$ cat src/rtl/clint_trap_ctrl_pkg.sv
// Shared encodings for the core-local trap sequencer: instruction patterns,
// CSR addresses, mcause codes, mstatus bit positions and FSM states.
package clint_trap_ctrl_pkg;

  localparam logic [31:0] INST_ECALL  = 32'h0000_0073;
  localparam logic [31:0] INST_EBREAK = 32'h0010_0073;
  localparam logic [31:0] INST_MRET   = 32'h3020_0073;

  localparam logic [11:0] CSR_MSTATUS = 12'h300;
  localparam logic [11:0] CSR_MEPC    = 12'h341;
  localparam logic [11:0] CSR_MCAUSE  = 12'h342;

  localparam logic [31:0] CAUSE_ECALL_M    = 32'd11;
  localparam logic [31:0] CAUSE_ECALL_U    = 32'd8;
  localparam logic [31:0] CAUSE_BREAKPOINT = 32'd3;
  localparam logic [31:0] CAUSE_TIMER_DEF  = 32'h8000_0007;
  localparam logic [31:0] CAUSE_EXT_DEF    = 32'h8000_000B;

  localparam int MSTATUS_MIE    = 3;
  localparam int MSTATUS_MPIE   = 7;
  localparam int MSTATUS_MPP_LO = 11;
  localparam int MSTATUS_MPP_HI = 12;

  localparam logic [1:0] PRIV_U = 2'b00;
  localparam logic [1:0] PRIV_M = 2'b11;

  // Trap and return each get their own assert state so the redirect
  // target is a pure function of the state.
  typedef enum logic [2:0] {
    ST_IDLE,
    ST_W_MEPC,
    ST_W_MSTATUS,
    ST_W_MCAUSE,
    ST_T_ASSERT,
    ST_R_MSTATUS,
    ST_R_ASSERT
  } trap_state_e;

  function automatic logic [31:0] csr_wr_addr(input logic [11:0] addr);
    return {20'd0, addr};
  endfunction

endpackage

$ cat src/rtl/clint_trap_ctrl_if.sv
// EX-stage, CSR-file and redirect signals of the trap sequencer.
// master = sequencer, slave = pipeline/CSR side.
interface clint_trap_ctrl_if;
  logic [31:0] inst_i;
  logic [31:0] inst_addr_i;
  logic        jump_flag_i;
  logic [31:0] jump_addr_i;
  logic [1:0]  int_req_i;
  logic [1:0]  privilege_i;
  logic [31:0] csr_mtvec_i;
  logic [31:0] csr_mepc_i;
  logic [31:0] csr_mstatus_i;

  logic        clint_wr_en_o;
  logic [31:0] clint_wr_addr_o;
  logic [31:0] clint_wr_data_o;
  logic        wr_privilege_en_o;
  logic [1:0]  wr_privilege_ctrl_o;
  logic        hold_flag_o;
  logic        int_assert_o;
  logic [31:0] int_addr_o;

  modport master (
    input  inst_i, inst_addr_i, jump_flag_i, jump_addr_i, int_req_i,
           privilege_i, csr_mtvec_i, csr_mepc_i, csr_mstatus_i,
    output clint_wr_en_o, clint_wr_addr_o, clint_wr_data_o,
           wr_privilege_en_o, wr_privilege_ctrl_o,
           hold_flag_o, int_assert_o, int_addr_o
  );

  modport slave (
    output inst_i, inst_addr_i, jump_flag_i, jump_addr_i, int_req_i,
           privilege_i, csr_mtvec_i, csr_mepc_i, csr_mstatus_i,
    input  clint_wr_en_o, clint_wr_addr_o, clint_wr_data_o,
           wr_privilege_en_o, wr_privilege_ctrl_o,
           hold_flag_o, int_assert_o, int_addr_o
  );
endinterface

$ cat src/rtl/clint_trap_ctrl.sv
// Trap/interrupt sequencer: stalls the pipeline, writes mepc/mstatus/mcause
// (or restores mstatus on MRET) and issues a one-cycle PC redirect.
module clint_trap_ctrl
  import clint_trap_ctrl_pkg::*;
#(
  parameter logic [31:0] CAUSE_TIMER = CAUSE_TIMER_DEF,
  parameter logic [31:0] CAUSE_EXT   = CAUSE_EXT_DEF
) (
  input  logic                     sys_clk,
  input  logic                     sys_reset,
  clint_trap_ctrl_if.master        bus
);

  trap_state_e state_reg, state_next;
  logic [31:0] saved_pc_reg, saved_pc_next;
  logic [31:0] saved_cause_reg, saved_cause_next;
  logic [1:0]  saved_priv_reg, saved_priv_next;

  logic is_ecall, is_ebreak, is_mret, sync_req, async_req, accept;

  assign is_ecall  = (bus.inst_i == INST_ECALL);
  assign is_ebreak = (bus.inst_i == INST_EBREAK);
  assign is_mret   = (bus.inst_i == INST_MRET);
  assign sync_req  = is_ecall | is_ebreak;
  assign async_req = (|bus.int_req_i) & bus.csr_mstatus_i[MSTATUS_MIE];
  // Reset gates the accept term so hold cannot leak out while in reset.
  assign accept    = (state_reg == ST_IDLE) & ~sys_reset & (sync_req | is_mret | async_req);

  always_ff @(posedge sys_clk or posedge sys_reset) begin
    if (sys_reset) begin
      state_reg       <= ST_IDLE;
      saved_pc_reg    <= '0;
      saved_cause_reg <= '0;
      saved_priv_reg  <= '0;
    end else begin
      state_reg       <= state_next;
      saved_pc_reg    <= saved_pc_next;
      saved_cause_reg <= saved_cause_next;
      saved_priv_reg  <= saved_priv_next;
    end
  end

  always_comb begin
    state_next       = state_reg;
    saved_pc_next    = saved_pc_reg;
    saved_cause_next = saved_cause_reg;
    saved_priv_next  = saved_priv_reg;
    case (state_reg)
      ST_IDLE: begin
        if (sync_req) begin
          state_next       = ST_W_MEPC;
          saved_pc_next    = bus.inst_addr_i;
          saved_priv_next  = bus.privilege_i;
          if (is_ecall)
            saved_cause_next = (bus.privilege_i == PRIV_M) ? CAUSE_ECALL_M : CAUSE_ECALL_U;
          else
            saved_cause_next = CAUSE_BREAKPOINT;
        end else if (is_mret) begin
          state_next      = ST_R_MSTATUS;
          saved_priv_next = bus.privilege_i;
        end else if (async_req) begin
          state_next       = ST_W_MEPC;
          saved_pc_next    = bus.jump_flag_i ? bus.jump_addr_i : bus.inst_addr_i;
          saved_priv_next  = bus.privilege_i;
          saved_cause_next = bus.int_req_i[1] ? CAUSE_EXT : CAUSE_TIMER;
        end
      end
      ST_W_MEPC:    state_next = ST_W_MSTATUS;
      ST_W_MSTATUS: state_next = ST_W_MCAUSE;
      ST_W_MCAUSE:  state_next = ST_T_ASSERT;
      ST_T_ASSERT:  state_next = ST_IDLE;
      ST_R_MSTATUS: state_next = ST_R_ASSERT;
      ST_R_ASSERT:  state_next = ST_IDLE;
      default:      state_next = ST_IDLE;
    endcase
  end

  // mstatus writes are read-modify-write on the live CSR value.
  always_comb begin
    bus.clint_wr_en_o       = 1'b0;
    bus.clint_wr_addr_o     = '0;
    bus.clint_wr_data_o     = '0;
    bus.wr_privilege_en_o   = 1'b0;
    bus.wr_privilege_ctrl_o = '0;
    bus.int_assert_o        = 1'b0;
    bus.int_addr_o          = '0;
    bus.hold_flag_o         = accept | (state_reg != ST_IDLE);
    case (state_reg)
      ST_W_MEPC: begin
        bus.clint_wr_en_o   = 1'b1;
        bus.clint_wr_addr_o = csr_wr_addr(CSR_MEPC);
        bus.clint_wr_data_o = saved_pc_reg;
      end
      ST_W_MSTATUS: begin
        bus.clint_wr_en_o   = 1'b1;
        bus.clint_wr_addr_o = csr_wr_addr(CSR_MSTATUS);
        bus.clint_wr_data_o = bus.csr_mstatus_i;
        bus.clint_wr_data_o[MSTATUS_MPIE] = bus.csr_mstatus_i[MSTATUS_MIE];
        bus.clint_wr_data_o[MSTATUS_MIE]  = 1'b0;
        bus.clint_wr_data_o[MSTATUS_MPP_HI:MSTATUS_MPP_LO] = saved_priv_reg;
      end
      ST_W_MCAUSE: begin
        bus.clint_wr_en_o       = 1'b1;
        bus.clint_wr_addr_o     = csr_wr_addr(CSR_MCAUSE);
        bus.clint_wr_data_o     = saved_cause_reg;
        bus.wr_privilege_en_o   = 1'b1;
        bus.wr_privilege_ctrl_o = PRIV_M;
      end
      ST_R_MSTATUS: begin
        bus.clint_wr_en_o   = 1'b1;
        bus.clint_wr_addr_o = csr_wr_addr(CSR_MSTATUS);
        bus.clint_wr_data_o = bus.csr_mstatus_i;
        bus.clint_wr_data_o[MSTATUS_MIE]  = bus.csr_mstatus_i[MSTATUS_MPIE];
        bus.clint_wr_data_o[MSTATUS_MPIE] = 1'b1;
        bus.clint_wr_data_o[MSTATUS_MPP_HI:MSTATUS_MPP_LO] = PRIV_U;
        bus.wr_privilege_en_o   = 1'b1;
        bus.wr_privilege_ctrl_o = bus.csr_mstatus_i[MSTATUS_MPP_HI:MSTATUS_MPP_LO];
      end
      ST_T_ASSERT: begin
        bus.int_assert_o = 1'b1;
        bus.int_addr_o   = bus.csr_mtvec_i;
      end
      ST_R_ASSERT: begin
        bus.int_assert_o = 1'b1;
        bus.int_addr_o   = bus.csr_mepc_i;
      end
      default: ;
    endcase
  end

endmodule

$ cat src/flat_wrapper.sv
// flat-port wrapper written by rule: the top's interface ports become plain ports
module clint_trap_ctrl_flat import clint_trap_ctrl_pkg::*;
#(
  parameter logic [31:0] CAUSE_TIMER = CAUSE_TIMER_DEF,
  parameter logic [31:0] CAUSE_EXT   = CAUSE_EXT_DEF
)
  (sys_clk, sys_reset, bus_inst_i, bus_inst_addr_i, bus_jump_flag_i, bus_jump_addr_i, bus_int_req_i, bus_privilege_i, bus_csr_mtvec_i, bus_csr_mepc_i, bus_csr_mstatus_i, bus_clint_wr_en_o, bus_clint_wr_addr_o, bus_clint_wr_data_o, bus_wr_privilege_en_o, bus_wr_privilege_ctrl_o, bus_hold_flag_o, bus_int_assert_o, bus_int_addr_o);
  clint_trap_ctrl_if bus_i ();
  input  logic sys_clk;
  input  logic sys_reset;
  input wire logic [$bits(bus_i.inst_i)-1:0] bus_inst_i;
  input wire logic [$bits(bus_i.inst_addr_i)-1:0] bus_inst_addr_i;
  input wire logic [$bits(bus_i.jump_flag_i)-1:0] bus_jump_flag_i;
  input wire logic [$bits(bus_i.jump_addr_i)-1:0] bus_jump_addr_i;
  input wire logic [$bits(bus_i.int_req_i)-1:0] bus_int_req_i;
  input wire logic [$bits(bus_i.privilege_i)-1:0] bus_privilege_i;
  input wire logic [$bits(bus_i.csr_mtvec_i)-1:0] bus_csr_mtvec_i;
  input wire logic [$bits(bus_i.csr_mepc_i)-1:0] bus_csr_mepc_i;
  input wire logic [$bits(bus_i.csr_mstatus_i)-1:0] bus_csr_mstatus_i;
  output wire logic [$bits(bus_i.clint_wr_en_o)-1:0] bus_clint_wr_en_o;
  output wire logic [$bits(bus_i.clint_wr_addr_o)-1:0] bus_clint_wr_addr_o;
  output wire logic [$bits(bus_i.clint_wr_data_o)-1:0] bus_clint_wr_data_o;
  output wire logic [$bits(bus_i.wr_privilege_en_o)-1:0] bus_wr_privilege_en_o;
  output wire logic [$bits(bus_i.wr_privilege_ctrl_o)-1:0] bus_wr_privilege_ctrl_o;
  output wire logic [$bits(bus_i.hold_flag_o)-1:0] bus_hold_flag_o;
  output wire logic [$bits(bus_i.int_assert_o)-1:0] bus_int_assert_o;
  output wire logic [$bits(bus_i.int_addr_o)-1:0] bus_int_addr_o;
  assign bus_i.inst_i = bus_inst_i;
  assign bus_i.inst_addr_i = bus_inst_addr_i;
  assign bus_i.jump_flag_i = bus_jump_flag_i;
  assign bus_i.jump_addr_i = bus_jump_addr_i;
  assign bus_i.int_req_i = bus_int_req_i;
  assign bus_i.privilege_i = bus_privilege_i;
  assign bus_i.csr_mtvec_i = bus_csr_mtvec_i;
  assign bus_i.csr_mepc_i = bus_csr_mepc_i;
  assign bus_i.csr_mstatus_i = bus_csr_mstatus_i;
  assign bus_clint_wr_en_o = bus_i.clint_wr_en_o;
  assign bus_clint_wr_addr_o = bus_i.clint_wr_addr_o;
  assign bus_clint_wr_data_o = bus_i.clint_wr_data_o;
  assign bus_wr_privilege_en_o = bus_i.wr_privilege_en_o;
  assign bus_wr_privilege_ctrl_o = bus_i.wr_privilege_ctrl_o;
  assign bus_hold_flag_o = bus_i.hold_flag_o;
  assign bus_int_assert_o = bus_i.int_assert_o;
  assign bus_int_addr_o = bus_i.int_addr_o;
  clint_trap_ctrl #(.CAUSE_TIMER(CAUSE_TIMER), .CAUSE_EXT(CAUSE_EXT)) u_core (.sys_clk(sys_clk), .sys_reset(sys_reset), .bus(bus_i));
endmodule
$ cat config.mk
export PLATFORM = sky130hd
export DESIGN_NAME = clint_trap_ctrl_flat
export DESIGN_NICKNAME = d
export VERILOG_FILES = /design/src/rtl/clint_trap_ctrl_pkg.sv /design/src/rtl/clint_trap_ctrl_if.sv /design/src/rtl/clint_trap_ctrl.sv /design/src/flat_wrapper.sv
export SDC_FILE = /design/constraint.sdc
export NUM_CORES = 1
export LEC_CHECK = 0
export ABC_AREA = 1
export BUFFER_PORTS_ARGS = -buffer_cell sky130_fd_sc_hd__buf_2
export CORE_AREA = 3 3 117 119
export CTS_CLUSTER_DIAMETER = 60
export CTS_CLUSTER_SIZE = 20
export DETAILED_ROUTE_END_ITERATION = 8
export DIE_AREA = 0 0 120 122
export PLACE_DENSITY_LB_ADDON = 0.1
export SYNTH_ARGS = -nofsm -noshare
export SYNTH_HDL_FRONTEND = slang
export SYNTH_SLANG_ARGS = --single-unit
$ cat constraint.sdc
create_clock -name sys_clk -period 3.68 [get_ports sys_clk]
set_input_delay 0.552 -clock sys_clk [delete_from_list [all_inputs] [get_ports sys_clk]]
set_output_delay 0.552 -clock sys_clk [all_outputs]
set_load 0.005 [all_outputs]
[Yosys cells after proc, flatten, opt, wreduce, memory -nomap -nowiden]
Index checks and enable logic that the tools add are counted.
Word-level totals
  output and inout bits: 102
  register bits after elaboration: 69
  input port bits: 199
  word-level logic and storage cells: 59
Cells by class
  bitwise operators: 8
  equality and inequality tests: 12
  reduce and logical (&&, ||, !) cells: 11
  multiplexer cells: 24
Operators by type and width (number)
  $mux W32: 8
  $pmux W32 S4: 1
  $pmux W32 S2: 1
  $eq A32 B21 Y1 const B: 1
  $eq A32 B30 Y1 const B: 1
  $eq A32 B7 Y1 const B: 1
  $pmux W10 S3: 1
  $pmux W3 S5: 1
  $eq A3 B3 Y1 const B: 3
  $mux W3: 3
  $mux W2: 4
  $reduce_or A2 Y1: 4
  $eq A3 B2 Y1 const B: 2
  $reduce_bool A3 Y1: 2
  $mux W4: 1
  $ne A4 B1 Y1 const B: 1
  $or A1 B1 Y1: 4
  $pmux W2 S2: 1
  $reduce_or A4 Y1: 1
  $and A1 B1 Y1: 3
  $eq A3 B1 Y1 const B: 1
  $logic_not A3 Y1: 1
  $mux W1: 3
  $reduce_and A3 Y1: 1
  5 further kinds: 5

[Depth between registers and ports, before layout]
  depth after elaboration: 6
  depth in mapped cells: 12
  mapped depth without buffers: 11

[Least setup slack after synthesis]
No wires, ideal clock.
  path type: input to output
  start point: input port sys_reset
  end point: output port bus_hold_flag_o
  setup slack: 1.495 ns
  cell stages on the path: 3
  arrival: 1.633 ns
  cells stage by stage: inv_1 > nand2_1 > nand2_1
Between the ends
  cells in the longest elaborated chain, start to end: 4
Ends and longest elaborated chain
  start, declared: RTL line flat_wrapper.sv:10  | input logic sys_reset;
  $not A1 Y1: RTL line clint_trap_ctrl.sv:27  | assign accept = (state_reg == ST_IDLE) & ~sys_reset & (sync_req | is_mret | async_req);
  $and A1 B1 Y1 (2 in series): RTL line clint_trap_ctrl.sv:27
  $or A1 B1 Y1: RTL line clint_trap_ctrl.sv:87  | bus.hold_flag_o = accept | (state_reg != ST_IDLE);
  end, declared: RTL line flat_wrapper.sv:25  | output wire logic [$bits(bus_i.hold_flag_o)-1:0] bus_hold_flag_o;
No other way between the ends.

[Worst setup path in the final report]
  start point: register u_core.state_reg[1]
  end point: output port bus_clint_wr_data_o[12]
Between the ends
  cells in the longest elaborated chain, start to end: 2
  elaborated cells on any way between the ends: 5
Ends and longest elaborated chain
  start, declared: RTL line clint_trap_ctrl.sv:14  | trap_state_e state_reg, state_next;
  start signal, assigned: RTL line clint_trap_ctrl.sv:36  | state_reg <= state_next;
  $eq A3 B3 Y1, or another cell as far along: RTL line clint_trap_ctrl.sv:88  | case (state_reg)
  $pmux W32 S4 *: RTL line clint_trap_ctrl.sv:88
  end, declared: RTL line flat_wrapper.sv:22  | output wire logic [$bits(bus_i.clint_wr_data_o)-1:0] bus_clint_wr_data_o;
Mark *: on every way between the ends. The rest lies on a longest branch, timed or not.

==> impl_results.md <==
* Endpoint kind of the worst setup timing path: output port
* Die height at 122 µm
* Most used cells in the layout excluding fill and tap cells: nand2_1 (278), buf_2 (273), nand3_1 (109)
* Post-synthesis area per instance at 5.96 µm²
* Hold buffers post-CTS at 0
* Max-capacitance violation count at 0
* Clock tree root buffer cell: clkbuf_16
* Kind of cell adding the most delay to the critical path: buffers and inverters
* Most common library cell in the layout ignoring fill and taps: nand2_1
* Maximum single-stage delay on the critical path at 500 ps
* CTS H-Tree Depth at 2
* Unique masters post-synth at 21
* Design Power at 2900 µW
* Antenna Diode Count at 0
* Total number of vias at 4,648
* Wire length of the first global-routing pass at 21,500 µm
* Yosys warns at 0
* Share of the yosys chip area belonging to registers at 0.283
* Worst-case clock buffer depth at 2
* Gate Count Post-Synth at 608
* Via count normalized by instance count at 4.50
* Worst slew slack as a fraction of its limit at 0.487
* Post-synth EDFFs at 0
* Setup violators final at 0
* Number of hold-slack violations in the final timing report at 0
* Required time of the critical path at 3130 ps
* Standard-cell rows at 41
* Maximum achievable frequency at 415 MHz
* Number of DRC violations after detailed routing at 0
* Horizontal extent of the die at 120 µm
* Final design utilization at 0.405
* CTS Buf Count at 5
* Power density over the cells at 566 mW/mm²
* Switching pwr at 1320 µW
* Unrepaired setup endpoints after global routing: no
* Fraction of synthesis flops using an asynchronous set or reset pin at 1.00
* RD Place Congestion at 0.850
* Routed wl met2 at 7130 µm
* Clk sink count at 41
* Filler instances at 1,407
* Nature of the critical path startpoint: flop
* Slowest library cell on the worst path: dfrtp_1
* Min Tclk post-route at 2410 ps
* Total Nets Final at 1,059
* Placed wire-length estimate at 11,200 µm
* Number of port buffers at 273
* Antenna viol nets, final at 0
* Number of flip-flops in the largest register at 32
* Wirelength, routed at 13,800 µm
* Starting Density at 0.286
* Part of the total power dissipated in the clock network at 0.142
* Count of boundary I/O pins at 301
* Share of layout cells above drive strength 1 at 0.351
* Clock Pin Slew Worst Setup and Hold Paths at 60 ps
* Area taken by multi-input logic gates at 0.00215 mm²
* Detailed-router iteration count before antenna repair at 6
* Crit-path max FO at 15
* Int Power at 1580 µW
* Most used DFF post-synth: dfrtp_1
* Number of flip-flops and latches in the synthesized netlist at 41
* Detailed route wirelength on metal3 at 981 µm
* Switching Share at 0.455
* CORE AREA at 0.0127 mm²
* Number of gates given a new drive strength after cts at 0
* Arrival time of the worst setup path at 1860 ps
* Register share of total power at 0.278
* Kind of path behind the tightest hold check: in2async
* Insertion delay of the later-clocked pin in the worst-skew pair at 280 ps
* Number of setup buffers added after CTS at 0
* Worst-margin pin slew at 768 ps
* WP buf/inv at 3
* Crit path cell chain: nor2_1, inv_1, nor2_2, buf_4, nand2_1, o21ai_0, buf_2
* Skew final at 3.91 ps
* Period utilisation layout at 0.655
* Total routed wire length on the met1 layer at 5500 µm
* TritonCTS clock tree: done
* Top routing layer in use: met4
* Total negative slack for setup checks at 0 ps
* Leak Pwr at 0.00330 µW
* Total routing resource utilization after global routing at 0.178
* Combinational Power Share at 0.580
* Result of the run: finished clean
* Pin count of the biggest net entering global routing at 42
* Via count of the first global-routing pass at 4,448
* Area taken by flip-flops and latches at 0.00103 mm²
* Residual overflow from global routing at 0
* Max-slew violations at 0
* Post-detailed-route wirelength per cell at 13.3 µm
* Path type of the worst setup path: reg2out
* Area growth syn-to-layout at 41.5%
* Maximum vdd drop at 0.221 mV
* Cell area after synthesis at 0.00362 mm²
* DIE AREA at 0.0146 mm²
* Number of antenna violations at the first check in global routing at 0
* Iteration-0 DRC Markers at 177
==> layout make-up <==
type / count / share of cell area
multi-input cells: 489 / 0.420
repair buffers: 283 / 0.281
flip-flops and latches: 41 / 0.200
well taps: 172 / 0.0420
inverters: 40 / 0.0293
clock buffers: 6 / 0.0251
clock inverters: 2 / 0.00195
==> synth_stat cells, types with 2 or more instances <==
cell        n  area share
buf_2       9       0.012
nor2_2      3      0.0052
clkbuf_1   14       0.015
nand2_2     2      0.0035
nor2_1     34       0.035
nand2_1   278        0.29
buf_4      32       0.066
a22o_1     24       0.058
dfrtp_1    41        0.28
inv_1      39       0.040
o21ai_0     7      0.0097
buf_6       3      0.0093
buf_1       6      0.0062
nand3_1   109        0.15
==> path summary, 6_finish.rpt <==
check	from	to	slack [ps]	cells after the start
worst max-delay path	u_core.state_reg[1]	bus_clint_wr_data_o[12]	1270	7
worst min-delay path	sys_reset	u_core.saved_cause_reg[3]	460	3
worst max register to register	u_core.state_reg[1]	u_core.saved_pc_reg[4]	1660	6
worst min register to register	u_core.saved_priv_reg[1]	u_core.saved_priv_reg[1]	470	2
max in group asynchronous	sys_reset	u_core.saved_pc_reg[26]	2850	3
min in group sys_clk	u_core.saved_priv_reg[1]	u_core.saved_priv_reg[1]	470	2
==> routing by layer <==
layer | global-route usage | vias to the layer above
met5 | 0 | -
met4 | 0.0358 | 0
met3 | 0.0311 | 13
met2 | 0.334 | 195
met1 | 0.214 | 2070
li1 | - | 2370
==> per-stage QoR <==
| step | setup WS [ps] | instances | hold WS (ps) | instance area (µm²) |
|---|---|---|---|---|
| floorplan | 1490 | 634 | 442 | 3720 |
| global placement | 1200 | 1025 | 465 | 4990 |
| detailed placement | 1120 | 1025 | 465 | 4990 |
| CTS | 1240 | 1033 | 481 | 5130 |
| global route | 1060 | 1033 | 502 | 5130 |
| finish | 1270 | 1033 | 465 | 5130 |
==> power groups by stage <==
stage	clock network [µW]	logic, µW	registers (µW)
after global routing	448	1910	840
after CTS	429	1710	811
after global placement	0	1680	816
after detailed placement	0	1710	812
after floorplan	0	1090	744
final	412	1680	809
==> worst register-to-register path, stage by stage, from the launching register on <==
cell	delay, ps
dfrtp_1	500
nor2_2	170
nand2_1	80
inv_1	190
nand3_2	640
nand2_1	240
nand2_1	80
==> kinds of logic after synthesis <==
logic type	after synthesis	share of synthesized area
simple gates	430	0.496
buf+inv	104	0.150
flops	41	0.283
compound gates	32	0.0698
other cells	1	0.00104
Power figures use the tool's default switching activity.
